`config.mk`:
```
export PLATFORM = sky130hd
export DESIGN_NAME = seven_seg_scanner_flat
export DESIGN_NICKNAME = d
export VERILOG_FILES = /design/src/rtl/seven_seg_scanner_if.sv /design/src/rtl/seven_seg_scanner.sv /design/src/flat_wrapper.sv
export SDC_FILE = /design/constraint.sdc
export NUM_CORES = 1
export LEC_CHECK = 0
export ABC_AREA = 1
export ABC_CLOCK_PERIOD_IN_PS = 1700
export CAP_MARGIN = 0
export CORE_ASPECT_RATIO = 1.75
export CORE_MARGIN = 5
export CORE_UTILIZATION = 30
export CTS_BUF_LIST = sky130_fd_sc_hd__clkbuf_8
export CTS_CLUSTER_SIZE = 28
export DETAILED_ROUTE_END_ITERATION = 6
export PLACE_DENSITY_LB_ADDON = 0.15
export SETUP_SLACK_MARGIN = 0.2
export SLEW_MARGIN = 40
export SYNTH_ARGS = -nofsm -noshare
export SYNTH_HDL_FRONTEND = slang
export SYNTH_SLANG_ARGS = --single-unit
export TNS_END_PERCENT = 30
```
`constraint.sdc`:
```
create_clock -name clk -period 1.7 [get_ports clk]
set_input_delay 0.17 -clock clk [delete_from_list [all_inputs] [get_ports clk]]
set_output_delay 0.17 -clock clk [all_outputs]
set_load 0.1 [all_outputs]
```
`src/rtl/seven_seg_scanner_if.sv`:
```
// Display-side bundle for seven_seg_scanner: digit/dp inputs from the
// counter chain, scan enable, and the multiplexed pin outputs.
// The master drives digits/enable; the slave (the scanner) drives the pins.
interface seven_seg_scanner_if #(
  parameter int NUM_DIGITS = 4
);
  logic                      enable;
  logic [4*NUM_DIGITS-1:0]   digits_in;
  logic [NUM_DIGITS-1:0]     dp_in;
  logic [NUM_DIGITS-1:0]     anode_n;
  logic [6:0]                seg_n;
  logic                      dp_n;
  logic                      frame_tick;

  modport master (
    output enable, digits_in, dp_in,
    input  anode_n, seg_n, dp_n, frame_tick
  );

  modport slave (
    input  enable, digits_in, dp_in,
    output anode_n, seg_n, dp_n, frame_tick
  );
endinterface

```
`src/rtl/seven_seg_scanner.sv`:
```
// Time-multiplexed 7-segment driver. Digits are captured into a shadow
// register once per frame (tear-free) and scanned one slot at a time onto
// shared active-low segment lines, with a blanking guard at the start of
// each slot to suppress ghosting.
// Optional feature macro: SEVEN_SEG_LEADING_ZERO_BLANK_EN (leading-zero
// blanking; when undefined every digit is always shown).
module seven_seg_scanner #(
  parameter int NUM_DIGITS   = 4,
  parameter int REFRESH_DIV  = 100000,
  parameter int GUARD_CYCLES = 16
) (
  input  logic               clk,
  input  logic               rst,
  seven_seg_scanner_if.slave bus
);

  localparam int PRE_W = (REFRESH_DIV > 1) ? $clog2(REFRESH_DIV) : 1;
  localparam int IDX_W = (NUM_DIGITS > 1) ? $clog2(NUM_DIGITS) : 1;
  localparam logic [PRE_W-1:0] PRE_LAST = PRE_W'(REFRESH_DIV - 1);
  localparam logic [IDX_W-1:0] IDX_LAST = IDX_W'(NUM_DIGITS - 1);

`ifdef SEVEN_SEG_LEADING_ZERO_BLANK_EN
  // All-zero shadow blanks every digit except digit 0.
  localparam logic [NUM_DIGITS-1:0] BLANK_RST = ~(NUM_DIGITS'(1));
`else
  localparam logic [NUM_DIGITS-1:0] BLANK_RST = '0;
`endif

  // Active-low segment pattern {g,f,e,d,c,b,a}; 10..15 render as a dash.
  function automatic logic [6:0] decode(input logic [3:0] d);
    case (d)
      4'd0:    return 7'b1000000;
      4'd1:    return 7'b1111001;
      4'd2:    return 7'b0100100;
      4'd3:    return 7'b0110000;
      4'd4:    return 7'b0011001;
      4'd5:    return 7'b0010010;
      4'd6:    return 7'b0000010;
      4'd7:    return 7'b1111000;
      4'd8:    return 7'b0000000;
      4'd9:    return 7'b0010000;
      default: return 7'b0111111;
    endcase
  endfunction

  logic [PRE_W-1:0]      pre;
  logic [IDX_W-1:0]      idx;
  logic [3:0]            shadow_dig [NUM_DIGITS];
  logic [NUM_DIGITS-1:0] shadow_dp;
  logic [NUM_DIGITS-1:0] blank;
  logic [NUM_DIGITS-1:0] blank_next;
  logic                  wrap_q;

  logic                  pre_tc;
  logic                  frame_start;
  logic                  in_guard;

  logic [NUM_DIGITS-1:0] anode_next;
  logic [6:0]            seg_next;
  logic                  dp_next;

  assign pre_tc      = (pre == PRE_LAST);
  assign frame_start = bus.enable && pre_tc && (idx == IDX_LAST);
  // Signed compare keeps GUARD_CYCLES = 0 well-defined (never in guard).
  assign in_guard    = (int'(pre) < GUARD_CYCLES);

  // Prescaler and slot index; both freeze while enable is low.
  // NOTE: clocked blocks use non-blocking (<=) so every register samples
  // pre-edge values; combinational blocks use blocking (=).
  always_ff @(posedge clk or posedge rst) begin
    if (rst) begin
      pre <= '0;
      idx <= '0;
    end else if (bus.enable) begin
      if (pre_tc) begin
        pre <= '0;
        idx <= (idx == IDX_LAST) ? '0 : idx + 1'b1;
      end else begin
        pre <= pre + 1'b1;
      end
    end
  end

  // Leading-zero blank flags derived from the values being captured, so
  // they land together with the shadow and stay fixed for the frame.
  always_comb begin
    blank_next = '0;
`ifdef SEVEN_SEG_LEADING_ZERO_BLANK_EN
    begin : lz_scan
      logic leading;
      leading = 1'b1;
      for (int i = NUM_DIGITS - 1; i >= 1; i--) begin
        if (leading && (bus.digits_in[4*i +: 4] == 4'd0) && !bus.dp_in[i]) begin
          blank_next[i] = 1'b1;
        end else begin
          leading = 1'b0;
        end
      end
    end
`endif
  end

  // Shadow capture at frame start: the display never reads inputs directly.
  // NOTE: the shadow array is reset on purpose; the first frame after reset
  // must show defined zeros rather than power-up garbage.
  always_ff @(posedge clk or posedge rst) begin
    if (rst) begin
      for (int i = 0; i < NUM_DIGITS; i++) shadow_dig[i] <= 4'd0;
      shadow_dp <= '0;
      blank     <= BLANK_RST;
    end else if (frame_start) begin
      for (int i = 0; i < NUM_DIGITS; i++) shadow_dig[i] <= bus.digits_in[4*i +: 4];
      shadow_dp <= bus.dp_in;
      blank     <= blank_next;
    end
  end

  // Next pin values from the current slot state: dark unless enabled,
  // past the guard interval, and the selected digit is not blanked.
  // NOTE: every output gets a default first so no path infers a latch.
  always_comb begin
    anode_next = '1;
    seg_next   = 7'h7F;
    dp_next    = 1'b1;
    if (bus.enable && !in_guard && !blank[idx]) begin
      anode_next = ~(NUM_DIGITS'(1) << idx);
      seg_next   = decode(shadow_dig[idx]);
      dp_next    = ~shadow_dp[idx];
    end
  end

  // Registered pins; frame_tick trails the wrap by one enabled cycle so it
  // coincides with the first guard cycle of slot 0 on the pins.
  always_ff @(posedge clk or posedge rst) begin
    if (rst) begin
      bus.anode_n    <= '1;
      bus.seg_n      <= 7'h7F;
      bus.dp_n       <= 1'b1;
      bus.frame_tick <= 1'b0;
      wrap_q         <= 1'b0;
    end else begin
      bus.anode_n <= anode_next;
      bus.seg_n   <= seg_next;
      bus.dp_n    <= dp_next;
      if (bus.enable) begin
        wrap_q         <= frame_start;
        bus.frame_tick <= wrap_q;
      end else begin
        bus.frame_tick <= 1'b0;
      end
    end
  end

endmodule
```
`src/flat_wrapper.sv`:
```
// flat-port wrapper written by rule: the top's interface ports become plain ports
module seven_seg_scanner_flat 
#(
  parameter int NUM_DIGITS   = 4,
  parameter int REFRESH_DIV  = 100000,
  parameter int GUARD_CYCLES = 16
)
  (clk, rst, bus_enable, bus_digits_in, bus_dp_in, bus_anode_n, bus_seg_n, bus_dp_n, bus_frame_tick);
  seven_seg_scanner_if #(.NUM_DIGITS(NUM_DIGITS)) bus_i ();
  input  logic clk;
  input  logic rst;
  input wire logic [$bits(bus_i.enable)-1:0] bus_enable;
  input wire logic [$bits(bus_i.digits_in)-1:0] bus_digits_in;
  input wire logic [$bits(bus_i.dp_in)-1:0] bus_dp_in;
  output wire logic [$bits(bus_i.anode_n)-1:0] bus_anode_n;
  output wire logic [$bits(bus_i.seg_n)-1:0] bus_seg_n;
  output wire logic [$bits(bus_i.dp_n)-1:0] bus_dp_n;
  output wire logic [$bits(bus_i.frame_tick)-1:0] bus_frame_tick;
  assign bus_i.enable = bus_enable;
  assign bus_i.digits_in = bus_digits_in;
  assign bus_i.dp_in = bus_dp_in;
  assign bus_anode_n = bus_i.anode_n;
  assign bus_seg_n = bus_i.seg_n;
  assign bus_dp_n = bus_i.dp_n;
  assign bus_frame_tick = bus_i.frame_tick;
  seven_seg_scanner #(.NUM_DIGITS(NUM_DIGITS), .REFRESH_DIV(REFRESH_DIV), .GUARD_CYCLES(GUARD_CYCLES)) u_core (.clk(clk), .rst(rst), .bus(bus_i));
endmodule
```
Word-level counts from Yosys, hierarchy flattened

Memories as Yosys holds them, arrays and structs flattened.
Index checks and enable logic that the tools add are counted.

Register bits: 53
ROM bits: 112
Bits of input ports: 23
Output and inout port bits: 13
Word-level logic and storage cells: 44
Memories kept: 1

Add/sub/neg operators: 2
Magnitude comparators: 3
Equality and inequality tests: 2
Shifts and indexed selects: 1
Muxes and demuxes: 13
Bitwise logic cells: 3
Reductions and logical operators: 7

Memory list:

| memory           | depth | width | read ports | clocked after memory_dff | wr ports | RTL line                | text |
|---|---|---|---|---|---|---|---|
| (name not given) | 16    | 7     | 1          | 0                        | 0        | seven_seg_scanner.sv:31 | `case (d)` |

Operator list:

| cell                    | number |
|---|---|
| $add A17 B1 Y17 const B | 1 |
| $eq A17 B17 Y1 const B  | 1 |
| $lt A17 B5 Y1 const B   | 1 |
| $mux W17                | 1 |
| $mux W4                 | 3 |
| $bmux W4 S2             | 1 |
| $mux W7                 | 1 |
| $bmux W1 S2             | 2 |
| $logic_and A1 B1 Y1     | 4 |
| $mux W1                 | 4 |
| $not A4 Y4              | 1 |
| $shl A1 B2 Y4 const A   | 1 |
| $ge A3 B3 Y1 const B    | 1 |
| $lt A2 B3 Y1 const B    | 1 |
| $not A2 Y3              | 1 |
| $add A2 B1 Y2 const B   | 1 |
| $eq A2 B2 Y1 const B    | 1 |
| $logic_not A1 Y1        | 2 |
| $mux W2                 | 1 |
| $reduce_and A2 Y1       | 1 |
| $not A1 Y1              | 1 |

Depth between registers and ports, before layout

An unclocked memory read counts as a cell.

Depth after elaboration: 6
Gate-level depth with buffers: 11
Gate-level depth less buffers: 10

Worst setup path after synthesis

Ideal clock, no wire load.

Path type: reg2reg
From: register u_core.idx[0]
To: register u_core.bus.seg_n[5]
Setup time: 0.085 ns
Arrival time: 1.399 ns
Required time: 1.615 ns
Setup slack: 0.216 ns
Cell stages (with the launch flop): 11
Path buffers: 1
Period minus slack after synthesis: 1.484 ns
Cells stage by stage: dfrtp_1 buf_2 nand2_1 nand3_1 nand2_1 inv_1 ha_1 inv_1 nand3_1 nand3_1 nand3_1

Longest elaborated chain between the ends: 6
Elaborated cells on any way between the ends: 10
Classes of those cells: mux: 6; bitwise: 1; reduce/logical: 2; memory: 1

RTL lines:

| what                                        | RTL line                   | text |
|---|---|---|
| from (decl)                                 | seven_seg_scanner.sv:47    | `logic [IDX_W-1:0] idx;` |
| from (signal assigned)                      | seven_seg_scanner.sv:77    | `idx <= (idx == IDX_LAST) ? '0 : idx + 1'b1;` |
| $not A2 Y3 (not written as such)            | seven_seg_scanner.sv:127   | `seg_next = decode(shadow_dig[idx]);` |
| $bmux W4 S2                                 | seven_seg_scanner.sv:127   |  |
| $mux W4 (not written as such) (2 in series) | seven_seg_scanner.sv:127   |  |
| $mem_v2 Z16 W7                              | -                          |  |
| $mux W7 *                                   | seven_seg_scanner.sv:125   | `if (bus.enable && !in_guard && !blank[idx]) begin` |
| via u_core.seg_next[5]                      | seven_seg_scanner.sv:59    | `logic [6:0] seg_next;` |
| to (signal assigned)                        | seven_seg_scanner.sv:143   | `bus.seg_n <= seg_next;` |
| to (decl)                                   | seven_seg_scanner_if.sv:22 | `output anode_n, seg_n, dp_n, frame_tick` |

Mark *: on every way through the listed nets, which the timed path passes. The rest lies on a longest branch. The select of a mux whose other input is x is not followed.
A chain may end at the register's enable or synchronous reset.

Worst setup path in the final report

From: register u_core.pre[11]
To: register u_core.shadow_dig[2] (netlist name)

Longest elaborated chain between the ends: 3

RTL lines:

| what                              | RTL line                | text |
|---|---|---|
| from (decl)                       | seven_seg_scanner.sv:46 | `logic [PRE_W-1:0] pre;` |
| from (signal assigned)            | seven_seg_scanner.sv:79 | `pre <= pre + 1'b1;` |
| $eq A17 B17 Y1                    | seven_seg_scanner.sv:62 | `assign pre_tc = (pre == PRE_LAST);` |
| $logic_and A1 B1 Y1 (2 in series) | seven_seg_scanner.sv:63 | `assign frame_start = bus.enable && pre_tc && (idx == IDX_LAST);` |
| to (decl)                         | seven_seg_scanner.sv:48 | `logic [3:0] shadow_dig [NUM_DIGITS];` |

No other way between the ends.

==> key figures <==
Route
  – Vias per cell: 4.60
  – Drt initial violations: between 70 and 80
  – Total iterations of the first detailed-routing run: 4
  – Via count: 2415
  – Final WL: 7.19 mm
  – Routed wl met2: around 4.1 mm
  – Met3 wire len: about 200 um
  – Highest routed layer: met4
  – DR DRC count: 0
  – Antenna Nets Post-Route: 0
  – WL per Instance: 13.7 um
  – DRT met1 WL: 2.65 mm

Clock tree
  – Total CTS buffers: 5
  – Clock transition at path regs: 0.10 ns
  – H-tree depth: 2
  – CTS Hold Bufs: 0
  – Max Root-Sink Buffers: 2
  – Clock Root Buffer: clkbuf_8
  – CTS tree: yes
  – Worst skew pair latency: 0.32 ns
  – Clock Sinks: between 50 and 60

Synth
  – Mapped Avg Cell Area: between 8 and 9 um^2
  – Post-Synth Simple-Gate Area: between 30% and 40%
  – Synth Register Bits: 53
  – Cells after synthesis: approximately 340
  – Synthesized cell area: 2790 um^2
  – Mux contribution to synthesized area: 0%
  – Sequential area share after synthesis: between 40% and 50%
  – Combinational family with the most area after synthesis: simple AND/OR/NAND/NOR gates
  – Synth warn: 0
  – Synth Area in XOR/XNOR: 2.52%
  – Synth cell types: 27
  – Syn_nets: roughly 380
  – Post-Synth Adder-Cell Area: 4.49%
  – Post-synthesis compound-gate area fraction: 2.02%

Global routing
  – Largest net degree at the start of global routing: 45
  – Gr usage total: 12.9%
  – Number of global-route vias before repair: 2489
  – First-pass GRT wire length: ~12 mm
  – Grt ovf: 0
  – Initial antenna violation count: 0

Timing
  – Final period utilization: 85.8%
  – Relative slew margins: 82.8%
  – Max Clock Skew: 0.00568 ns
  – Final hold viol count: 0
  – Setup Viol. Count Final: 0
  – Max Freq: 686 MHz
  – Max Slew Vio Count: 0
  – Worst-Margin Slew: ~0.26 ns
  – Fin crit period: 1.46 ns
  – RSZ-0062 raised after global routing: true
  – Setup TNS: 0 ns
  – Setup WS post-layout: 0.242 ns

Worst setup path
  – CP max stage cell: dfrtp_1
  – Crit. End Element: register
  – FF-to-FF path depth: 8
  – Critical path required time: between 1.5 and 2 ns
  – CP max FO: 8
  – Crit-path cells: nor2_2 -> nand2_2 -> nor2_4 -> inv_2 -> nor2_8 -> clkbuf_16 -> nand3_1 -> nand2_1
  – Reg2reg start: u_core.pre[11]$_DFFE_PP0P_
  – Critical Path AT: 1.73 ns
  – Crit path launch: u_core.pre[11]$_DFFE_PP0P_
  – Setup crit end: u_core.shadow_dig[2]$_DFFE_PP0P_
  – Startpoint Class: register
  – R2R setup slack: roughly 0.24 ns
  – CP max stage delay: between 0.4 and 0.5 ns
  – Setup CP Type: reg2reg
  – RR Endpoint: u_core.shadow_dig[2]$_DFFE_PP0P_

Power
  – VDD IR max: 0.362 mV
  – LEAKAGE: approximately 1.9 nW
  – PD cells: 776 nW/um^2
  – Overall power: 3.03 mW

Finish
  – Most frequent cells in the layout: 104 x nand2_1, 36 x dfrtp_1, 34 x nor2_1
  – Fin util: 42.9%
  – Layout cell share with drive strength beyond 1: between 30% and 40%
  – Ant. Diodes: 0
  – Commonest non-fill, non-tap cell in the layout: nand2_1
  – Final instance area: 3900 um^2
  – Net count of the finished layout: 437
  – Area growth syn-to-layout: 40.1%
  – Fillers: just over 900

Placement
  – Post-DP HPWL: 5.31 mm
  – Place WS: 0.0187 ns
  – Placed Area: 3530 um^2
  – Port bufs: 35
  – GPL Wtd Cong: 0.861

Floorplanning
  – Die height: 137 um
  – Die area: 11400 um^2
  – Initial cell density of the core: between 30 and 40%
  – Rows: 46
  – Die Width: 82.8 um
  – I/O pins: 36
  – Core ar.: 9090 um^2

Outcome
  – Status: finished, final reports clean

Worst hold path
  – Worst Hold Class: in2async

Flow run
  – MaxCap Viol Count: 0
per-stage QoR:
stage | hold slack (ns) | std cells
floorplan | 0.294 | 343
global placement | 0.445 | 509
detailed placement | 0.450 | 509
CTS | 0.0918 | 517
global route | 0.106 | 525
finish | 0.0944 | 525
registers in the layout, summed over array words and instances (netlist names):
signal	cells
u_core.bus.anode_n	4
u_core.bus.dp_n	1
u_core.bus.frame_tick	1
u_core.bus.seg_n	7
u_core.idx	2
u_core.pre	17
u_core.shadow_dig	16
u_core.shadow_dp	4
u_core.wrap_q	1
critical path, delay by kind of cell, from the launching register on:
family	cells	cell delay, ns
flip-flops	1	0.44
AND/OR/NAND/NOR	6	0.69
buffers and inverters	2	0.26
synth_stat cells:
library cell / count / area (um^2)
dfrtp_1: 41 / 1030
nor2_2: 3 / 18.8
dfstp_2: 12 / 315
buf_6: 4 / 45.0
nor4_1: 1 / 6.26
ha_1: 10 / 125
nand2_2: 2 / 12.5
o21ai_1: 3 / 15.0
nand4_1: 2 / 12.5
inv_2: 4 / 15.0
buf_4: 1 / 7.51
o21ai_0: 3 / 15.0
clkbuf_1: 1 / 3.75
nor2_8: 1 / 20.0
inv_1: 30 / 113
nand2_1: 113 / 424
nand3_1: 44 / 220
nor2_1: 37 / 139
xor2_1: 5 / 43.8
nand3_4: 1 / 17.5
xnor2_1: 3 / 26.3
nand3_2: 8 / 80.1
nor3_1: 3 / 15.0
a21oi_1: 4 / 20.0
buf_2: 4 / 20.0
o22ai_1: 1 / 6.26
nor2_4: 2 / 22.5
cells by family (layout without fill, tap and decap cells):
logic type               after synthesis  after routing
adder cells (fa/ha/maj)               10             10
XOR/XNOR                               8              8
AO/OA/AOI/OAI                         11             11
AND/OR/NAND/NOR                      217            217
flip-flops                            53             53
buffers and inverters                 44            106
routing by layer:
layer	vias to the layer above	global-route usage, %
li1	1195	-
met1	1167	12.6
met2	41	25.0
met3	12	2.51
met4	0	7.27
met5	-	0
how the worst min path moves through the flow:
| stage | end | slack (ns) | cells after the start |
|---|---|---|---|
| 2_1_floorplan | u_core.shadow_dig[11]$_DFFE_PP0P_ | 0.29 | 2 |
| 3_3_place_gp | u_core.bus.frame_tick$_DFF_PP0_ | 0.44 | 2 |
| 3_5_place_dp | u_core.pre[1]$_DFFE_PP0P_ | 0.45 | 2 |
| 4_1_cts | u_core.bus.frame_tick$_DFF_PP0_ | 0.09 | 2 |
| 5_1_grt | u_core.pre[1]$_DFFE_PP0P_ | 0.11 | 2 |
| 6_report | u_core.pre[1]$_DFFE_PP0P_ | 0.09 | 2 |
cell type report:
class                      instances  area, um^2  share of cell area (%)
sequential                        53        1350                    34.5
timing repair buffer              64         764                    19.6
inverter                          34         133                    3.40
multi-input combinational        246        1390                    35.6
clock buffer                       6        82.6                    2.12
clock inverter                     2        37.5                   0.962
tap                              120         150                    3.85
repair_timing:
action / in CTS / in global routing
setup endpoints to repair: 30 / 36
buffers inserted: 0 / 7
gates cloned: 0 / 1
gates resized for setup: 6 / 41
pin swaps: 1 / 15
where the power goes:
group / total, mW / internal (mW) / switching [mW]
combinational: 0.602 / 0.269 / 0.333
clock: 0.932 / 0.480 / 0.453
sequential: 1.49 / 1.37 / 0.127
(Power assumes the default switching activity.)
==> variant (same settings) <==
The option `SEVEN_SEG_LEADING_ZERO_BLANK_EN` is turned on by a define.
--- a/src/rtl/seven_seg_scanner.sv
+++ b/src/rtl/seven_seg_scanner.sv
@@ -4,6 +4,8 @@
 // each slot to suppress ghosting.
 // Optional feature macro: SEVEN_SEG_LEADING_ZERO_BLANK_EN (leading-zero
 // blanking; when undefined every digit is always shown).
+`define SEVEN_SEG_LEADING_ZERO_BLANK_EN
+
 module seven_seg_scanner #(
   parameter int NUM_DIGITS   = 4,
   parameter int REFRESH_DIV  = 100000,
Function: same outputs for any inputs over 10 cycles, from zero or initial values and one cycle with rst high; that may be too few to reach the edited logic, so the function may still have changed.
==> variant against the unedited design <==
Sequential cell count is 3 higher; non-clock buffer count up 11; count of clock-buffer cells in the layout shrank 1; hold slack gained 0.078 ns; final area grew 10%; setup slack lost 0.12 ns; wire length up 12%; power increased by 9.6%; synthesized area up 9.3%; critical endpoint is now u_core.shadow_dig[8].
==> variant: results (changes against the unedited design) <==
** Yosys
- Register area share after synthesis :: 46.67% (-1.5 points)
- The xor-xnor portion of the synthesized cell area was 1.727% (-0.79 points).
- Syn_nets :: 417 (+11%)
- Multiplexer fraction of the synthesized cell area :: 0.7401% (+0.74 points)
- Leading cell types by total area after synthesis :: sky130_fd_sc_hd__dfrtp_1, sky130_fd_sc_hd__nand2_1, sky130_fd_sc_hd__dfstp_2
- The commonest cells after synthesis are sky130_fd_sc_hd__nand2_1, sky130_fd_sc_hd__inv_1, sky130_fd_sc_hd__nand3_1, sky130_fd_sc_hd__dfrtp_1, sky130_fd_sc_hd__nor2_1.
- The compound-gate portion of the synthesized area is 5.798% (+3.8 points).
- Post-Syn Instances :: 384 (+12%)
- The arithmetic-cell share of the synthesized area counting full adders, half adders and majority gates is 4.112% (-0.38 points).

** Detailed routing
- The average wire per standard cell came to 13.87 µm (+1.3%).
- The final wirelength is 8.060 mm (+12%).

** Placed design
- The detailed placement HPWL was 5.760 mm (+8.4%).
- The total cell area at the placement stage came to 0.003760 mm² (+6.4%).
- Worst slack after detailed placement :: 0.02157 ns (+0.002857 ns)
- The global placer's final weighted congestion came to 0.8520 (-1.0%).

** Final layout
- The net count of the finished layout came to 488 (+12%).
- The filler cell count in the final layout came to 1,014 (+8.8%).
- The share of cells above drive strength 1 is 27.63% (-2.5 points).

** Outcome
- The flow ran to the end, and the final reports show no timing, DRC or antenna violations.

** Critical path
- The startpoint identified for the worst register-to-register timing path is u_core.pre[5].
- The depth of the worst register-to-register path came to 7 (-1).
- The data arrival time of the worst path is 1.79 ns (+0.06 ns).
- Top fanout value on the critical path :: 9 (+1)

** GRT
- The wire length of the first global-routing pass came to 12.54 mm (+7.5%).
- Via count of the first global-routing pass :: 2,563 (+3.0%)
- The maximum number of pins on one net before global-route repair came to 43 (-4.4%).
- The total routing usage reported by global routing was 13.08% (+0.19 points).

** STA
- The maximum clock skew at final layout was 0.01540 ns (+0.009728 ns).
- The transition at the pin with the smallest max-transition slack came to 0.3666 ns (+0.1112 ns).

** Pwr
- The worst ir drop on vdd came to 459.3 µV (+27%).
- Static leakage power :: 2.061 nW (+7.2%)
[variant: per-layer routing]
metal / up-vias / global-route usage, % / wire (µm)
li1: 1350 / - / -
met1: 1253 / 13.22 / 2858
met2: 50 / 25.54 / 4680
met3: 15 / 2.194 / 274
met4: 0 / 5.588 / 246
met5: - / 0 / 0
[variant: power by group]
group / switching [W] / internal [W]
Combinational: 0.000471 / 0.000363
Sequential: 0.000146 / 0.00145
Clock: 0.000447 / 0.000437
Total: 0.00106 / 0.00225
[variant: final cells by class]
class / count / area (µm²) / share of cell area, %
clock buffers: 5 / 68.82 / 1.603
clock inverters: 3 / 42.54 / 0.9910
inverters: 48 / 188.9 / 4.401
multi-input cells: 269 / 1505 / 35.06
flip-flops and latches: 56 / 1424 / 33.17
well taps: 125 / 156.4 / 3.643
repair buffers: 75 / 907.1 / 21.13
[variant: repair_timing]
action                                  CTS  global route
cloned                                    1             4
pin swaps                                 5             9
setup buffers                             8            11
resized for setup                        11            34
endpoints found under the setup margin   37            49
[variant: worst max path at each step]
stage	start	end	slack, ns	depth (start not counted)
2_1_floorplan	u_core.idx[0]	u_core.bus.seg_n[5]	0.18	10
3_3_place_gp	bus_enable	u_core.pre[16]	0.03	8
3_5_place_dp	bus_enable	u_core.pre[16]	0.02	8
4_1_cts	u_core.idx[0]	u_core.bus.seg_n[0]	0.13	11
5_1_grt	u_core.idx[0]	u_core.bus.seg_n[5]	0.03	9
6_report	u_core.pre[5]	u_core.shadow_dig[8]	0.12	7
[variant: cell families (layout without fill, tap and decap cells)]
kind of cell               Yosys count  in the layout
and+or+nand+nor                    222            222
buffers and inverters               59            131
DFF                                 56             56
AOI/OAI and AO/OA                   30             30
adders and majority gates           10             10
xor gates and xnor gates             6              6
muxes                                1              1
